==> src/rtl/health_alarm_sequencer_if.sv <==
// Alarm presentation handshake between the sequencer (master) and its consumer (slave).
interface health_alarm_sequencer_if;
    logic       alarmValid;
    logic       alarmReady;
    logic [2:0] alarmCode;

    modport master (output alarmValid, output alarmCode, input alarmReady);
    modport slave  (input alarmValid, input alarmCode, output alarmReady);
endinterface

==> src/rtl/health_alarm_sequencer.sv <==
// Debounces five health detector flags, latches confirmed conditions and presents them
// one at a time, by fixed priority, over a valid/ready alarm handshake.
module health_alarm_sequencer #(
    parameter int DEBOUNCE_CYCLES = 4,
    parameter int GLYCEMIC_LIMIT  = 10
) (
    input  logic                            clk,
    input  logic                            resetN,
    input  logic                            presureAbnormality,
    input  logic                            bloodAbnormality,
    input  logic                            fallDetected,
    input  logic [3:0]                      glycemicIndex,
    input  logic                            temperatureAbnormality,
    health_alarm_sequencer_if.master        bus,
    output logic [4:0]                      pendingMask,
    output logic [7:0]                      alarmCount
);

    localparam logic [3:0] DEB_MAX  = 4'(DEBOUNCE_CYCLES);
    localparam logic [3:0] DEB_LAST = 4'(DEBOUNCE_CYCLES - 1);

    typedef enum logic {ST_IDLE, ST_PRESENT} state_t;

    logic [4:0] w_cond;
    logic [4:0] w_confirm;
    logic [4:0] w_clear;
    logic [4:0] w_pick;
    logic [2:0] w_pick_code;

    logic [3:0] r_deb [5];
    state_t     r_state;
    logic [4:0] r_pend;
    logic [4:0] r_sel;
    logic       r_valid;
    logic [2:0] r_code;
    logic [7:0] r_count;

    // Bit order matches pendingMask: {glycemic, temp, blood, pressure, fall}.
    assign w_cond = {int'(glycemicIndex) >= GLYCEMIC_LIMIT, temperatureAbnormality,
                     bloodAbnormality, presureAbnormality, fallDetected};

    // A source confirms only on the edge its counter steps from DEBOUNCE_CYCLES-1 to the limit.
    always_comb begin
        // NOTE: default every always_comb output first so no path leaves it unassigned (no latch).
        w_confirm = '0;
        for (int i = 0; i < 5; i++) begin
            w_confirm[i] = w_cond[i] && (r_deb[i] == DEB_LAST);
        end
    end

    // Lowest index wins: fall > pressure > blood > temperature > glycemic.
    always_comb begin
        w_pick      = '0;
        w_pick_code = '0;
        for (int i = 4; i >= 0; i--) begin
            if (r_pend[i]) begin
                w_pick      = 5'b00001 << i;
                w_pick_code = 3'(i + 1);
            end
        end
    end

    assign w_clear = (r_state == ST_PRESENT && bus.alarmReady) ? r_sel : '0;

    always_ff @(posedge clk or negedge resetN) begin
        if (!resetN) begin
            // NOTE: every counter is reset so conditions re-debounce from zero after reset.
            for (int i = 0; i < 5; i++) r_deb[i] <= '0;
        end else begin
            for (int i = 0; i < 5; i++) begin
                if (!w_cond[i])              r_deb[i] <= '0;
                else if (r_deb[i] != DEB_MAX) r_deb[i] <= r_deb[i] + 4'd1;
            end
        end
    end

    // A confirmation coinciding with acceptance of the same source keeps its bit set.
    always_ff @(posedge clk or negedge resetN) begin
        if (!resetN) begin
            r_state <= ST_IDLE;
            r_pend  <= '0;
            r_sel   <= '0;
            r_valid <= 1'b0;
            r_code  <= '0;
            r_count <= '0;
        end else begin
            r_pend <= (r_pend & ~w_clear) | w_confirm;
            case (r_state)
                ST_IDLE: begin
                    if (r_pend != '0) begin
                        r_sel   <= w_pick;
                        r_code  <= w_pick_code;
                        r_valid <= 1'b1;
                        r_state <= ST_PRESENT;
                    end
                end
                ST_PRESENT: begin
                    if (bus.alarmReady) begin
                        r_valid <= 1'b0;
                        r_code  <= '0;
                        if (r_count != 8'hFF) r_count <= r_count + 8'd1;
                        r_state <= ST_IDLE;
                    end
                end
                default: r_state <= ST_IDLE;
            endcase
        end
    end

    assign bus.alarmValid = r_valid;
    assign bus.alarmCode  = r_code;
    assign pendingMask    = r_pend;
    assign alarmCount     = r_count;

endmodule
==> src/flat_wrapper.sv <==
// flat-port wrapper written by rule: the top's interface ports become plain ports
module health_alarm_sequencer_flat 
#(
    parameter int DEBOUNCE_CYCLES = 4,
    parameter int GLYCEMIC_LIMIT  = 10
)
  (clk, resetN, presureAbnormality, bloodAbnormality, fallDetected, glycemicIndex, temperatureAbnormality, pendingMask, alarmCount, bus_alarmValid, bus_alarmCode, bus_alarmReady);
  health_alarm_sequencer_if bus_i ();
  input  logic clk;
  input  logic resetN;
  input  logic presureAbnormality;
  input  logic bloodAbnormality;
  input  logic fallDetected;
  input  logic [3:0] glycemicIndex;
  input  logic temperatureAbnormality;
  output logic [4:0] pendingMask;
  output logic [7:0] alarmCount;
  output wire logic [$bits(bus_i.alarmValid)-1:0] bus_alarmValid;
  output wire logic [$bits(bus_i.alarmCode)-1:0] bus_alarmCode;
  input wire logic [$bits(bus_i.alarmReady)-1:0] bus_alarmReady;
  assign bus_alarmValid = bus_i.alarmValid;
  assign bus_alarmCode = bus_i.alarmCode;
  assign bus_i.alarmReady = bus_alarmReady;
  health_alarm_sequencer #(.DEBOUNCE_CYCLES(DEBOUNCE_CYCLES), .GLYCEMIC_LIMIT(GLYCEMIC_LIMIT)) u_core (.clk(clk), .resetN(resetN), .presureAbnormality(presureAbnormality), .bloodAbnormality(bloodAbnormality), .fallDetected(fallDetected), .glycemicIndex(glycemicIndex), .temperatureAbnormality(temperatureAbnormality), .bus(bus_i), .pendingMask(pendingMask), .alarmCount(alarmCount));
endmodule
==> config.mk <==
export PLATFORM = sky130hd
export DESIGN_NAME = health_alarm_sequencer_flat
export DESIGN_NICKNAME = d
export VERILOG_FILES = /design/src/rtl/health_alarm_sequencer_if.sv /design/src/rtl/health_alarm_sequencer.sv /design/src/flat_wrapper.sv
export SDC_FILE = /design/constraint.sdc
export NUM_CORES = 1
export LEC_CHECK = 0
export ABC_AREA = 1
export BUFFER_PORTS_ARGS = -buffer_cell sky130_fd_sc_hd__buf_4
export CORE_MARGIN = 1.5
export CORE_UTILIZATION = 35
export DETAILED_ROUTE_END_ITERATION = 10
export GPL_TIMING_DRIVEN = 0
export HOLD_SLACK_MARGIN = 0.15
export MAX_ROUTING_LAYER = met4
export PLACE_DENSITY = 0.54
export SLEW_MARGIN = 25
export SYNTH_ARGS = -nofsm -noshare
export SYNTH_HDL_FRONTEND = slang
export SYNTH_SLANG_ARGS = --single-unit
export TNS_END_PERCENT = 1
==> constraint.sdc <==
create_clock -name clk -period 1.8 [get_ports clk]
set_clock_uncertainty 0.2 [all_clocks]
set_input_delay 0.27 -clock clk [delete_from_list [all_inputs] [get_ports clk]]
set_output_delay 0.27 -clock clk [all_outputs]
set_load 0.02 [all_outputs]
After elaboration in Yosys (flattened, before gate mapping)
Index checks and enable logic that the tools add are counted.

storage, ports and cells
  logic and storage cells = 80
  bits in latches = 0
  memories = 0
  RAM bits = 0
  register bits = 43
  bits in read-only memories = 0
  bits of input ports = 11
  output and inout port bits = 17

operators by class
  div/mod/pow operators = 0
  magnitude comparators = 1
  shift operators = 0
  $add $sub $neg = 6
  multiply operators = 0
  muxes and demuxes = 30
  bitwise gates (word level) = 4
  reduce and logical (&&, ||, !) cells = 10
  equal/unequal tests = 18

operators by type and width
  operator                                                          count
  4-bit 2-to-1 mux                                                  10
  5-bit 2-to-1 mux                                                  6
  3-bit 2-to-1 mux                                                  7
  4-bit by 1-bit adder with 4-bit output (second input constant)    5
  4-bit by 2-bit == test with 1-bit output (second input constant)  5
  4-bit by 3-bit != test with 1-bit output (second input constant)  5
  2-bit by 1-bit != test with 1-bit output (second input constant)  5
  8-bit by 1-bit adder with 8-bit output (second input constant)    1
  8-bit != test (second input constant)                             1
  1-bit logical AND                                                 6
  3-bit case mux with 2 select lines                                1
  5-bit bitwise AND                                                 1
  5-bit NOT                                                         1
  5-bit bitwise OR                                                  1
  5-bit nonzero test                                                1
  4-bit greater-or-equal comparator (second input constant)         1
  1-bit 2-to-1 mux                                                  4
  2-bit != test (second input constant)                             2
  1-bit case mux with 2 select lines                                2
  2-bit AND reduction                                               2
  3-bit AND reduction                                               1
  1-bit NOT                                                         1

Logic depth before layout (Yosys ltp)
  depth in word-level cells = 7
  mapped depth = 8
  gate-level depth less buffers = 8

Least setup slack after synthesis
Ideal clock, no wire load.

  kind = reg-to-reg
  start = register u_core.r_count[0] (netlist: u_core.alarmCount[0])
  end = register u_core.r_count[2] (netlist: u_core.alarmCount[2])
  path buffers = 0
  library setup time = 127 ps
  arrival time = 1193 ps
  required time = 1473 ps
  cell stages (with the launch flop) = 8
  path slack = 280 ps
  path through = dfrtp_1 -> ha_1 -> nand3_2 -> clkinv_2 -> nand2_4 -> nand2_8 -> nand2_1 -> o21ai_0

on the way
  cells in the longest elaborated chain, start to end = 2
  elaborated cells between the ends (all ways) = 3
  those cells by class = add/sub: 1; eq/ne: 1; reduce/logical: 1

ends and longest elaborated chain
  item                                                                            line                           source
  from (decl)                                                                     health_alarm_sequencer.sv:36   logic [7:0] r_count;
  from (signal assigned)                                                          health_alarm_sequencer.sv:101  if (r_count != 8'hFF) r_count <= r_count + 8'd1;
  branches (longest 2 deep; another with 8-bit by 1-bit adder with 8-bit output)  n/a

Several ways; the timed one is not identified.
A chain may end at the register's enable or synchronous reset.

Final worst setup path
  start = input glycemicIndex[3]
  end = register u_core.r_deb[2] (netlist bit)

on the way
  cells in the longest elaborated chain, start to end = 2
  elaborated cells between the ends (all ways) = 3
  those cells by class = order compare: 1; eq/ne: 1; mux: 1

ends and longest elaborated chain
  item                                                                line                          source
  from (decl)                                                         flat_wrapper.sv:14            input logic [3:0] glycemicIndex;
  4-bit greater-or-equal comparator (*)                               health_alarm_sequencer.sv:39  assign w_cond = {int'(glycemicIndex) >= GLYCEMIC_LIMIT, temperatureAbnormality,
  2-bit != test (no line) / 4-bit 2-to-1 mux (equally long branches)  n/a
  to (signal, indexed assignment)                                     health_alarm_sequencer.sv:71  if (!w_cond[i]) r_deb[i] <= '0;
  to (decl)                                                           health_alarm_sequencer.sv:30  logic [3:0] r_deb [5];

Every way passes the cells marked *; elsewhere a longest branch is shown, timed or not.

==> key figures <==
Yosys
  – Syn Std Cell Area: approximately 2100 um^2
  – Largest family of logic cells by synthesized area: simple AND/OR/NAND/NOR gates
  – Synth Area in XOR/XNOR: 0.0489
  – Multiplexer share of the synthesized area: 0
  – Synth Register Bits: 43
  – Mapped Cells: ~250
  – Net Count, Synth: 271
  – Compound-gate portion of the synthesized area: 0.0775
  – Post-synth cell types: 25
  – Post-Synth Simple-Gate Area: 0.246
  – Avg Inst Size Synth: 8.63 um^2
  – Sequential area share after synthesis: 0.501
  – Ys Warns: 0
  – Post-synthesis adder-cell area fraction: 0.0641

Route
  – Routed WL: 3960 um
  – Remaining antenna violation count: 0
  – DR WL/cell: ~11 um
  – Drt first pass iters: 4
  – Vias post-DR: 1714
  – Drt drc: 0
  – Drt via density: 4.67
  – Initial drt markers: between 90 and 100

Worst setup path
  – CP endpoint kind: flop
  – Critical path type: in2reg
  – Crit-path max FO: 3
  – Startpoint Class: input port
  – WP data arrival: approximately 1700 ps
  – Worst path required time: 1790 ps
  – Reg2reg path depth: 7

Timing
  – Final setup vio count: 0
  – Final setup TNS: 0 ps
  – Final worst-path cycle share: 0.968
  – Worst-margin pin slew: 548 ps
  – Fin. Hold Viols: 0
  – Achievable frequency: about 570 MHz
  – Min Tclk post-route: around 1700 ps
  – PnR worst setup slack: just under 60 ps
  – RSZ-0062 raised after global routing: false
  – Max transition margin: 0.635
  – Final slew viol count: 0

Finish
  – Synth-to-layout area growth: 21.6%
  – Layout cell share with drive strength beyond 1: 0.154
  – Final net count: between 300 and 400
  – Area of the multi-input gates: 937 um^2
  – Filler cells: 590
  – N_diodes: 0
  – Register Area: ~1100 um^2

Global routing
  – GRT overflow: 0
  – Vias in the first global route: about 1600
  – Largest net degree at the start of global routing: between 40 and 50
  – Initial antenna violation count: 0
  – Total Routing Usage GR: 0.145
  – First-pass GRT wire length: between 7000 and 8000 um

Min path
  – Hold WC Path Type: in2reg
  – Worst Hold Path Cells: 3

Floorplan
  – Die Width: roughly 81 um
  – # IOs: 28
  – FP Rows: 28
  – Die H: 81.3 um
  – Total die area: around 6600 um^2
  – Core area: 5920 um^2
  – Initial core utilization: 0.363

Clock network
  – Postcts setup bufs: 0
  – H-tree Lvls: 2
  – CTS root buffer: clkbuf_8
  – CTS clk-pin slew, worst paths: around 80 ps
  – CTS Hold Bufs: 9
  – CTS sink count: 43
  – Post_cts resized: 0
  – Worst-skew pair later-pin latency: between 200 and 300 ps
  – CTS buffer count: 5
  – Longest Clk Path Bufs: 2
  – TritonCTS clock tree: yes

Power and ir drop
  – PD cells: between 1000 and 1500 nW/um^2
  – VDD IR-drop max: around 0.46 mV
  – Leakage: between 0.001 and 0.0015 uW

Placed design
  – Detail Placement HPWL: around 2800 um
  – PortBufs: 26
  – Final Wtd Congestion: 0.768
  – DP Worst Slack: approximately 290 ps

Run
  – Max-Cap Viols: 0

Run status
  – Status: completed
[state kept, by name, indices dropped and copies added (netlist names)]
register and flops:
u_core.alarmCount 8, u_core.bus.alarmCode 3, u_core.bus.alarmValid 1, u_core.pendingMask 5
u_core.r_deb 20, u_core.r_sel 5, u_core.r_state 1
[final timing paths]
check / from / endpoint / slack, ps
setup / recovery: glycemicIndex[3] / u_core.r_deb[2] / 60
hold / removal: glycemicIndex[2] / u_core.r_deb[3] / 170
setup reg to reg: u_core.alarmCount[0] / u_core.alarmCount[2] / 280
hold reg to reg: u_core.r_sel[3] / u_core.r_sel[3] / 290
max in group asynchronous: resetN / u_core.alarmCount[4] / 720
min in group asynchronous: resetN / u_core.r_deb[12] / 310
[area by class of cell]
class / count / share of cell area
flip-flops and latches: 43 / 0.412
multi-input cells: 175 / 0.359
repair buffers: 35 / 0.109
inverters: 29 / 0.0445
well taps: 75 / 0.0359
clock buffers: 6 / 0.0278
plain buffers: 2 / 0.00718
clock inverters: 2 / 0.00479
[critical path, cell delays in order]
cell	delay, ps
dlygate4sd3_1	550
buf_4	140
o21ai_0	130
dlygate4sd3_1	600
a21oi_1	40
[where the power goes]
part	leakage, uW	internal (uW)	switching, uW
Sequential	0.000562	1230	263
Combinational	0.000684	523	691
Clock	0.0000412	271	323
[kinds of logic (layout without fill, tap and decap cells)]
group | count (synthesis) | in the layout
and+or+nand+nor | 120 | 120
DFF | 43 | 43
AOI/OAI and AO/OA | 32 | 32
buffers and inverters | 31 | 74
xor gates and xnor gates | 12 | 12
adders and majority gates | 11 | 11
[per-layer routing]
metal,vias to the layer above,GRT usage,share of wire
met5,-,-,0
met4,0,0.0655,0.020
met3,7,0.0337,0.029
met2,20,0.228,0.45
met1,807,0.176,0.50
li1,880,-,-
[cell usage after synthesis]
cell type | count | area [um^2]
nand2_1 | 67 | 251
o21ai_0 | 26 | 130
nand2_8 | 1 | 20.0
buf_4 | 1 | 7.51
nor2_2 | 1 | 6.26
a21oi_1 | 2 | 10.0
nand3_2 | 1 | 10.0
xnor2_1 | 7 | 61.3
a22o_1 | 1 | 8.76
inv_2 | 1 | 3.75
nor2_4 | 1 | 11.3
clkinv_2 | 2 | 10.0
inv_6 | 1 | 8.76
o211ai_1 | 1 | 7.51
inv_1 | 25 | 93.8
dfrtp_1 | 43 | 1080
nor2_1 | 20 | 75.1
o21ai_1 | 2 | 10.0
ha_1 | 11 | 138
nand3_1 | 26 | 130
buf_6 | 1 | 11.3
xor2_1 | 5 | 43.8
nand2_4 | 1 | 11.3
or2_2 | 1 | 6.26
nand4_1 | 1 | 6.26
[layout by cell type (no fill, tap or decap), types with 2 or more instances in the layout]
cell type	n
clkbuf_8	5
inv_1	25
dlygate4sd3_1	9
clkinv_2	3
nand3_1	26
o21ai_1	2
o21ai_0	26
nor2_1	20
xnor2_1	7
buf_4	27
dfrtp_1	43
nand2_1	67
ha_1	11
xor2_1	5
a21oi_1	2
[per-stage QoR]
step                area, um^2  total power, uW  instances  hold slack, ps  utilization
floorplan                 2150             2290        249            -226            -
CTS                       2610             3370        367             150        0.441
global placement          2440             2710        350             108        0.412
finish                    2610             3300        367             167        0.441
detailed placement        2440             2740        350             103        0.412
global route              2610             3620        367             188        0.441
No activity file was read; power rests on OpenSTA's default activity.
